[src/rtl/icb_pkg.sv]
// Shared ICB bus constants and the response-entry layout
// used by the SRAM responder and its response FIFO.
package icb_pkg;

  localparam int ICB_AW = 32;
  localparam int ICB_DW = 32;
  localparam int ICB_MW = 4;

  typedef struct packed {
    logic              err;
    logic [ICB_DW-1:0] rdata;
  } icb_rsp_t;

  localparam int RSP_W = $bits(icb_rsp_t);

  function automatic icb_rsp_t rsp_pack(
    input logic              err,
    input logic [ICB_DW-1:0] rdata
  );
    icb_rsp_t r;
    r.err   = err;
    r.rdata = rdata;
    return r;
  endfunction

endpackage

[src/rtl/icb_rsp_fifo.sv]
// Synchronous response FIFO with wrap-bit pointers;
// full/empty come straight from the pointer compare.
module icb_rsp_fifo #(
  parameter  int DEPTH = 4,
  parameter  int WIDTH = 33,
  localparam int PW    = $clog2(DEPTH)
) (
  input  logic             clk,
  input  logic             rst_n,
  input  logic             push_i,
  input  logic [WIDTH-1:0] din_i,
  input  logic             pop_i,
  output logic [WIDTH-1:0] dout_o,
  output logic [PW:0]      count_o,
  output logic             full_o,
  output logic             empty_o
);

  logic [PW:0]      wptr_q, wptr_d;
  logic [PW:0]      rptr_q, rptr_d;
  logic [WIDTH-1:0] mem_q [DEPTH];
  logic             wr_en, rd_en;

  assign wr_en = push_i & ~full_o;
  assign rd_en = pop_i & ~empty_o;

  assign empty_o = (wptr_q == rptr_q);
  assign full_o  = (wptr_q[PW] != rptr_q[PW]) &&
                   (wptr_q[PW-1:0] == rptr_q[PW-1:0]);
  assign count_o = wptr_q - rptr_q;
  assign dout_o  = mem_q[rptr_q[PW-1:0]];

  always_comb begin
    wptr_d = wptr_q + {{PW{1'b0}}, wr_en};
    rptr_d = rptr_q + {{PW{1'b0}}, rd_en};
  end

  always_ff @(posedge clk or negedge rst_n) begin
    if (!rst_n) begin
      wptr_q <= '0;
      rptr_q <= '0;
    end else begin
      wptr_q <= wptr_d;
      rptr_q <= rptr_d;
    end
  end

  // Storage is not reset; only entries between the pointers are visible.
  always_ff @(posedge clk) begin
    if (wr_en) begin
      mem_q[wptr_q[PW-1:0]] <= din_i;
    end
  end

endmodule

[src/rtl/icb_slave_sram.sv]
// ICB responder on a single-port synchronous SRAM with
// credit-controlled in-order responses and address-error flagging.
module icb_slave_sram
  import icb_pkg::*;
#(
  parameter  logic [ICB_AW-1:0] ADDR_BASE = 32'h1004_0000,
  parameter  int                MEM_DEPTH = 1024,
  parameter  int                RSP_DEPTH = 4,
  localparam int                MAW       = $clog2(MEM_DEPTH),
  localparam int                CW        = $clog2(RSP_DEPTH) + 1
) (
  input  logic              clk,
  input  logic              rst_n,
  input  logic              icb_cmd_valid,
  output logic              icb_cmd_ready,
  input  logic [ICB_AW-1:0] icb_cmd_addr,
  input  logic              icb_cmd_read,
  input  logic [ICB_DW-1:0] icb_cmd_wdata,
  input  logic [ICB_MW-1:0] icb_cmd_wmask,
  output logic              icb_rsp_valid,
  input  logic              icb_rsp_ready,
  output logic              icb_rsp_err,
  output logic [ICB_DW-1:0] icb_rsp_rdata,
  output logic              sram_cs,
  output logic              sram_we,
  output logic [ICB_MW-1:0] sram_wem,
  output logic [MAW-1:0]    sram_addr,
  output logic [ICB_DW-1:0] sram_din,
  input  logic [ICB_DW-1:0] sram_dout
);

  localparam logic [ICB_AW-1:0] WIN =
    ICB_AW'(4 * MEM_DEPTH);

  logic [ICB_AW-1:0] off;
  logic              hit;
  logic              accept;
  logic              pop;

  logic infl_vld_q, infl_vld_d;
  logic infl_rd_q,  infl_rd_d;
  logic infl_err_q, infl_err_d;

  icb_rsp_t          push_ent;
  icb_rsp_t          head;
  logic [CW-1:0]     fifo_cnt;
  logic              fifo_full;
  logic              fifo_empty;
  logic              fifo_push;
  logic [CW:0]       outst;
  logic [CW:0]       outst_after;

  assign off = icb_cmd_addr - ADDR_BASE;
  assign hit = (off < WIN) && (icb_cmd_addr[1:0] == 2'b00);

  // A slot is granted if one is still free after this cycle's pop.
  assign outst       = {1'b0, fifo_cnt} + {{CW{1'b0}}, infl_vld_q};
  assign outst_after = outst - {{CW{1'b0}}, pop};
  assign icb_cmd_ready = rst_n &
    (outst_after < (CW+1)'(RSP_DEPTH));

  assign accept = icb_cmd_valid & icb_cmd_ready;

  assign sram_cs   = accept & hit;
  assign sram_we   = sram_cs & ~icb_cmd_read;
  assign sram_wem  = sram_we ? icb_cmd_wmask : '0;
  assign sram_addr = off[MAW+1:2];
  assign sram_din  = icb_cmd_wdata;

  always_comb begin
    infl_vld_d = accept;
    infl_rd_d  = accept & icb_cmd_read;
    infl_err_d = accept & ~hit;
  end

  always_ff @(posedge clk or negedge rst_n) begin
    if (!rst_n) begin
      infl_vld_q <= 1'b0;
      infl_rd_q  <= 1'b0;
      infl_err_q <= 1'b0;
    end else begin
      infl_vld_q <= infl_vld_d;
      infl_rd_q  <= infl_rd_d;
      infl_err_q <= infl_err_d;
    end
  end

  assign push_ent = rsp_pack(
    infl_err_q,
    (infl_rd_q & ~infl_err_q) ? sram_dout : '0
  );

  assign fifo_push = infl_vld_q & ~fifo_full;
  assign pop       = icb_rsp_valid & icb_rsp_ready;

  icb_rsp_fifo #(
    .DEPTH (RSP_DEPTH),
    .WIDTH (RSP_W)
  ) u_rsp_fifo (
    .clk     (clk),
    .rst_n   (rst_n),
    .push_i  (fifo_push),
    .din_i   (push_ent),
    .pop_i   (pop),
    .dout_o  (head),
    .count_o (fifo_cnt),
    .full_o  (fifo_full),
    .empty_o (fifo_empty)
  );

  assign icb_rsp_valid = ~fifo_empty;
  assign icb_rsp_err   = fifo_empty ? 1'b0 : head.err;
  assign icb_rsp_rdata = fifo_empty ? '0 : head.rdata;

endmodule

[config.mk]
export PLATFORM = sky130hd
export DESIGN_NAME = icb_slave_sram
export DESIGN_NICKNAME = d
export VERILOG_FILES = /design/src/rtl/icb_pkg.sv /design/src/rtl/icb_rsp_fifo.sv /design/src/rtl/icb_slave_sram.sv
export SDC_FILE = /design/constraint.sdc
export NUM_CORES = 1
export LEC_CHECK = 0
export CORE_MARGIN = 5
export CORE_UTILIZATION = 43
export CTS_CLUSTER_DIAMETER = 120
export DETAILED_ROUTE_END_ITERATION = 10
export PLACE_DENSITY_LB_ADDON = 0.12
export SLEW_MARGIN = 20
export SYNTH_ARGS = -nofsm -noshare
export SYNTH_HDL_FRONTEND = slang
export SYNTH_SLANG_ARGS = --single-unit
[constraint.sdc]
create_clock -name clk -period 4.3 [get_ports clk]
set_clock_uncertainty 0.05 [all_clocks]
set_input_delay 1.075 -clock clk [delete_from_list [all_inputs] [get_ports clk]]
set_output_delay 1.075 -clock clk [all_outputs]
set_load 0.005 [all_outputs]
==> results by group, run 1 <==
Power
  • Peak supply drop: approximately 0.38 mV
  • Power density cells: 687 nW/um2
  • Tot Pwr: around 5400 uW
  • Pint: around 3800 uW
  • Switching Fraction: 0.301
  • P_sw: 1640 uW
  • Combinational power share: 0.448
  • Sequential Power Share: 0.314
  • Leakage: roughly 0.0028 uW
  • Clock group share of total power: 0.239

Logic synthesis
  • YS warnings: 0
  • Register area share after synthesis: 0.674
  • Syn Inst Count: approximately 360
  • Share of the synthesized area in the top cell type: 0.638
  • Top post-synthesis cells by area: edfxtp_1 (64%), mux4_2 (12%), buf_4 (5.1%)
  • Syn Std Cell Area: just over 6000 um2
  • Area leader, netlist: edfxtp_1
  • Syn Area/Cell: about 17 um2
  • Netlist cell types: 36
  • FF+latch count, synth: approximately 140
  • Synthesized net count: ~470

STA
  • Setup ws final: between 0.004 and 0.005 ns
  • Final hold vios: 0
  • Slew @ Worst Pin: about 0.93 ns
  • Slew headroom: 0.379
  • RSZ-0062 raised after global routing: yes
  • Fin. max-slew vios: 0
  • Fmax achieved: about 0.23 GHz
  • Period utilization: 0.999
  • Setup violators final: 0
  • Minimum clock period: 4.30 ns

Final layout
  • Layout cells sized above 1: 0.263
  • Area Growth Syn to Fin: 27.5%
  • Final nets: about 570
  • Fillers: roughly 1200
  • Commonest non-fill, non-tap cell in the layout: edfxtp_1
  • Antenna cells: 0
  • Design area: 7930 um2
  • Final core occ: 0.552
  • Non-filler cells, final: ~650
  • Commonest non-fill, non-tap cells in the layout: edfxtp_1 (132), clkdlybuf4s50_1 (95), and2_1 (33), mux4_2 (33), nor2b_1 (33)

Die
  • Core footprint: 14400 um2
  • Die Wd: 130 um
  • Height of the die: between 100 and 150 um
  • # rows: 44
  • Die area: 17000 um2
  • Initial Util: 0.433
  • I/O pins: 188

Setup path
  • R2R Setup Slk: roughly 1.5 ns
  • Arr. time, crit path: approximately 3.2 ns
  • Crit. End Element: primary output
  • CP startpoint kind: register
  • Critical-path maximum fanout: 6
  • Reg2reg start: u_rsp_fifo.wptr_q[0]$_DFF_PN0_
  • Crit path from: u_rsp_fifo.wptr_q[0]$_DFF_PN0_
  • Critical path type: reg2out
  • Reg-to-Reg End: infl_err_q$_DFF_PN0_
  • Worst Path Required: between 3 and 4 ns
  • Worst Setup EP: sram_we
  • Worst r2r path cells: 12

GRT
  • Global-route wire length before repair: ~18 mm
  • Overall Global Routing Usage: 0.147
  • Vias in the first global route: 3591
  • Largest net degree at the start of global routing: 35
  • Total gr overflow: 0
  • Initial antenna violation count: 0

CTS
  • Max H-tree Level: 4
  • Bufs on Longest Clock Path: 2
  • # hold bufs at CTS: 0
  • Clock transition at path regs: about 0.060 ns
  • Root Buffer: clkbuf_16
  • CTS sink count: about 140
  • Inserted Clock Buffers: 17
  • CTS tree: built
  • Clk_lat worst skew: roughly 0.40 ns

Drt
  • Vias: 3280
  • Total wire length: about 12 mm
  • Drc violations: 0
  • Initial DRC count: roughly 150
  • Vias/cell: just over 5
  • Drt first pass iters: 6
  • Routed length per instance: 18.5 um
  • Post-route ant nets: 0

Placement
  • Post-Place Setup Slack: -0.512 ns
  • Placed cells: 607
  • Area after DPL: approximately 7300 um2
  • Port Buffers: between 100 and 150
  • GPL Wtd Cong: 0.751
  • DP HPWL: roughly 7.2 mm

Worst hold path
  • Worst hold path class: reg2reg

Run
  • MaxCap Viol Count: 0

Status
  • Status: complete, no violations
==> routing by layer <==
metal	global-route usage	part of all wire
met5	0	0
met4	0.0678	0.026
met3	0.0458	0.061
met2	0.260	0.53
met1	0.162	0.38
==> critical path: stages, from the launching register on <==
cell,delay (ns)
dfrtp_1,0.39
inv_2,0.09
ha_4,0.12
inv_2,0.03
fa_2,0.32
xor3_2,0.27
ha_4,0.23
or4bb_4,0.52
nor4_4,0.27
nor3_4,0.08
inv_2,0.09
and3_1,0.15
clkdlybuf4s15_2,0.20
==> power by group through the flow <==
stage,combinational [uW],clock [uW],sequential (uW)
after floorplan,1220,0,1730
after global routing,2680,1400,1710
after CTS,2440,1330,1710
after detailed placement,2260,0,1730
final,2440,1300,1710
after global placement,2230,0,1730
==> cells by family after synthesis <==
kind of cell	Yosys count	synth area share
adder cells (fa/ha/maj)	10	0.0213
AND/OR/NAND/NOR	98	0.103
AO/OA/AOI/OAI	4	0.00503
flip-flops	141	0.674
multiplexers	33	0.120
XOR/XNOR	6	0.0111
buffers and inverters	66	0.0660
==> Yosys cell counts <==
cell type    n
nor4b_2      1
o21ai_0      1
buf_2        4
and2_1      33
ha_1         9
and4_1       4
and3_1       4
o211a_1      1
nor4b_1      2
nand3_1      1
nor3_1       4
fa_1         1
and3b_2      1
or4bb_2      1
xnor2_1      1
mux4_2      33
clkbuf_1    10
nor3_2       1
o211ai_1     1
xor3_2       1
and3_2       1
o41ai_1      1
nor4_1       2
inv_1        8
dfrtp_1      9
nand4_1      1
edfxtp_1   132
nand2_1      1
nor2_1       4
nand4b_1     1
buf_1        1
nor2b_1     35
buf_4       42
xor2_1       4
inv_2        1
nor4_2       1
==> what timing repair did <==
| item | in CTS | in global routing |
|---|---|---|
| buffers inserted | 5 | 3 |
| pin swaps | 11 | 4 |
| resized for setup | 41 | 2 |
| endpoints found under the setup margin | 7 | 7 |
==> flip-flops by register name, indices dropped and copies added (netlist names) <==
register,cells
u_rsp_fifo.mem_q,132
u_rsp_fifo.rptr_q,3
u_rsp_fifo.wptr_q,3
infl_err_q,1
infl_rd_q,1
infl_vld_q,1
==> final cells by class <==
class,instances,area [um2],area share
Sequential cell,141,4190,0.529
Clock inverter,14,109,0.0137
Inverter,9,33.8,0.00426
Timing Repair Buffer,130,1210,0.153
Clock buffer,18,429,0.0541
Multi-Input combinational cell,151,1720,0.217
Tap cell,184,230,0.0290
==> metrics by stage <==
stage	TNS, ns	hold slack [ns]
6_report	0	0.479
5_1_grt	-0.421	0.495
4_1_cts	-0.182	0.484
3_5_place_dp	-3.16	0.471
3_3_place_gp	-3.01	0.467
2_1_floorplan	0	0.427
==> how the worst min path moves through the flow <==
stage | cells past startpoint | end | from
2_1_floorplan | 0 | u_rsp_fifo.mem_q[0][32]$_DFFE_PP_ | infl_err_q$_DFF_PN0_
3_3_place_gp | 1 | u_rsp_fifo.rptr_q[2]$_DFF_PN0_ | u_rsp_fifo.rptr_q[2]$_DFF_PN0_
3_5_place_dp | 1 | u_rsp_fifo.wptr_q[2]$_DFF_PN0_ | u_rsp_fifo.wptr_q[2]$_DFF_PN0_
4_1_cts | 1 | u_rsp_fifo.rptr_q[2]$_DFF_PN0_ | u_rsp_fifo.rptr_q[2]$_DFF_PN0_
5_1_grt | 1 | u_rsp_fifo.rptr_q[2]$_DFF_PN0_ | u_rsp_fifo.rptr_q[2]$_DFF_PN0_
6_report | 1 | u_rsp_fifo.rptr_q[2]$_DFF_PN0_ | u_rsp_fifo.rptr_q[2]$_DFF_PN0_
No activity file was read; power rests on OpenSTA's default activity.
==> run 2, diff against run 1 <==
==> constraint.sdc (replaced) <==
create_clock -name clk -period 4.3 [get_ports clk]
set_clock_uncertainty 0.05 [all_clocks]
set_input_delay 1.075 -clock clk [delete_from_list [all_inputs] [get_ports clk]]
set_output_delay 1.075 -clock clk [all_outputs]
set_load 0.1 [all_outputs]
==> run 2 against run 1 <==
Critical endpoint is now u_rsp_fifo.mem_q[1][13]$_DFFE_PP_. Final cell count grew 2.6%. The flow now finishes with violations (negative setup slack). Sequential share of layout area shrank 4.0 points. Register-to-register slack lost 1.6 ns. Non-clock buffer count grew 17. Via count grew 3.4%. Final area grew 8.3%. First-iteration DRC count grew 74%.
==> results by group, run 2 (synthesis results as in run 1) <==
Status
  • Status: finished, violations left (was complete, no violations)
  • Failing checks: negative setup slack

CTS
  • Bufs on Longest Clock Path: 2 (unchanged)
  • Inserted Clock Buffers: 17 (unchanged)
  • CTS tree: built (unchanged)
  • Clk_lat worst skew: 0.40 ns (about the same)
  • Clock transition at path regs: 0.06 ns (about the same)
  • Root Buffer: clkbuf_16 (unchanged)
  • # hold bufs at CTS: 0 (unchanged)
  • Max H-tree Level: 4 (unchanged)
  • CTS sink count: 141 (unchanged)

Die
  • # rows: 44 (unchanged)
  • I/O pins: 188 (unchanged)
  • Height of the die: 130 um (unchanged)
  • Core footprint: 14400 um2 (unchanged)
  • Die Wd: 130 um (unchanged)
  • Die area: 17000 um2 (unchanged)
  • Initial Util: 0.433 (unchanged)

Setup path
  • Crit. End Element: register (was primary output)
  • Critical-path maximum fanout: 15 (was 6)
  • Crit-path slowest cell: dfrtp_1 (was or4bb_4)
  • Worst Path Required: 4.35 ns (was 3.17 ns)
  • Most used cell, CP: buf_4 (was inv_2)
  • Critical path type: reg2reg (was reg2out)
  • Worst Path Buf+Inv: 27 (was 4)
  • CP peak stage delay: 0.37 ns (was 0.52 ns)
  • CP startpoint kind: register (unchanged)
  • Arr. time, crit path: 4.39 ns (was 3.17 ns)
  • Largest delay share family, worst path: buffers and inverters (was simple AND/OR/NAND/NOR gates)

STA
  • Slew @ Worst Pin: 0.895 ns (was 0.931 ns)
  • Minimum clock period: 4.34 ns (was 4.30 ns)
  • Slew headroom: 0.403 (was 0.379)
  • Fmax achieved: 0.230 GHz (was 0.233 GHz)
  • RSZ-0062 raised after global routing: yes (unchanged)
  • Setup ws final: -0.0388 ns (was 0.00417 ns)
  • TNS Setup: -0.980 ns (was 0 ns)
  • Fin. max-slew vios: 0 (unchanged)
  • Period utilization: 1.01 (was 0.999)
  • Final hold vios: 0 (unchanged)
  • Setup violators final: 37 (was 0)

Final layout
  • Layout cells sized above 1: 0.375 (was 0.263)
  • Non-filler cells, final: 664 (was 647)
  • Antenna cells: 0 (unchanged)
  • Area Growth Syn to Fin: 38.1% (was 27.5%)
  • Commonest non-fill, non-tap cell in the layout: edfxtp_1 (unchanged)
  • Commonest non-fill, non-tap cells in the layout: edfxtp_1 (132), clkdlybuf4s50_1 (61), buf_4 (43) (was edfxtp_1 (132), clkdlybuf4s50_1 (95), and2_1 (33), mux4_2 (33), nor2b_1 (33))
  • Fillers: 1068 (was 1158)
  • Max reg flops: 132 (unchanged)
  • Final core occ: 0.597 (was 0.552)
  • Final nets: 582 (was 565)

Run
  • MaxCap Viol Count: 0 (unchanged)

Placement
  • DP HPWL: 7.55 mm (was 7.24 mm)
  • Placed cells: 600 (was 607)
  • Port Buffers: 103 (unchanged)
  • Post-Place Setup Slack: -0.205 ns (was -0.512 ns)
  • GPL Wtd Cong: 0.692 (was 0.751)

GRT
  • Overall Global Routing Usage: 0.157 (was 0.147)
  • Most used routing layer: met2 (unchanged)
  • Met3 usage: 0.0483 (was 0.0458)
  • GR Util met2: 0.273 (was 0.260)
  • Routing usage on met1: 0.182 (was 0.162)
  • Total gr overflow: 0 (unchanged)
  • Vias in the first global route: 3866 (was 3591)
  • Initial antenna violation count: 0 (unchanged)
  • Largest net degree at the start of global routing: 35 (unchanged)
  • Global-route wire length before repair: 19.8 mm (was 18.3 mm)

Drt
  • Vias: 3392 (was 3280)
  • Routed length per instance: 19.5 um (was 18.5 um)
  • Initial DRC count: 253 (was 145)
  • Total wire length: 12.9 mm (was 12.0 mm)
  • Drc violations: 0 (unchanged)
  • Post-route ant nets: 0 (unchanged)
  • Drt first pass iters: 4 (was 6)
  • Vias/cell: 5.11 (was 5.07)

Worst hold path
  • Worst hold path class: reg2reg (unchanged)
[run 2: cell count changes in the layout (fill, tap and decap cells not counted), sizes merged]
cell / delta
clkinvlp: -5
dlygate4sd2: -1
bufinv: +4
inv: -5
clkinv: +6
clkdlybuf4s15: -1
buf: +53
clkdlybuf4s50: -34
[run 2: what timing repair did]
item	4_1_cts	5_1_grt
resized for setup	14	8
buffers inserted	28	4
setup endpoints to repair	7	73
pin swaps	10	2
[run 2: worst register-to-register path, delay by kind of cell, from the launching register on]
family / cells / cell delay [ns]
simple gates: 1 / 0.24
buf+inv: 27 / 3.39
flops: 1 / 0.37
[run 2: layout make-up]
| type | count | area (um2) | area share |
|---|---|---|---|
| clock buffer | 18 | 429 | 0.0500 |
| clock inverter | 14 | 194 | 0.0226 |
| inverter | 9 | 33.8 | 0.00394 |
| multi-input combinational | 151 | 1730 | 0.202 |
| sequential | 141 | 4190 | 0.488 |
| tap | 184 | 230 | 0.0268 |
| timing repair buffer | 147 | 1770 | 0.206 |
[run 2: path summary, 6_finish.rpt]
kind,start,endpoint,slack (ns),cells after the start
min reg2reg,u_rsp_fifo.rptr_q[2]$_DFF_PN0_,u_rsp_fifo.rptr_q[2]$_DFF_PN0_,0.47,1
max reg2reg,u_rsp_fifo.wptr_q[0]$_DFF_PN0_,u_rsp_fifo.mem_q[1][13]$_DFFE_PP_,-0.04,28
min,u_rsp_fifo.rptr_q[2]$_DFF_PN0_,u_rsp_fifo.rptr_q[2]$_DFF_PN0_,0.47,1
max,u_rsp_fifo.wptr_q[0]$_DFF_PN0_,u_rsp_fifo.mem_q[1][13]$_DFFE_PP_,-0.04,28
min in group asynchronous,rst_n,u_rsp_fifo.rptr_q[1]$_DFF_PN0_,0.94,2
max in group asynchronous,rst_n,u_rsp_fifo.wptr_q[1]$_DFF_PN0_,3.09,2
[run 2: per-stage QoR]
step                      hold WS, ns  instance area (um2)
after global placement          0.461                 7640
final                           0.471                 8580
after detailed placement        0.461                 7640
after global routing            0.495                 8580
after CTS                       0.472                 8520
after floorplan                 0.427                 6270
[run 2: layer usage]
layer	part of all wire	wire length [um]
met3	0.068	882
met4	0.026	342
met2	0.53	6810
met1	0.38	4900
met5	0	0
Power of run 2 is left out: the tool's default activity adds up to more than one toggle a clock period on the data nets, which glitch-free logic cannot reach.
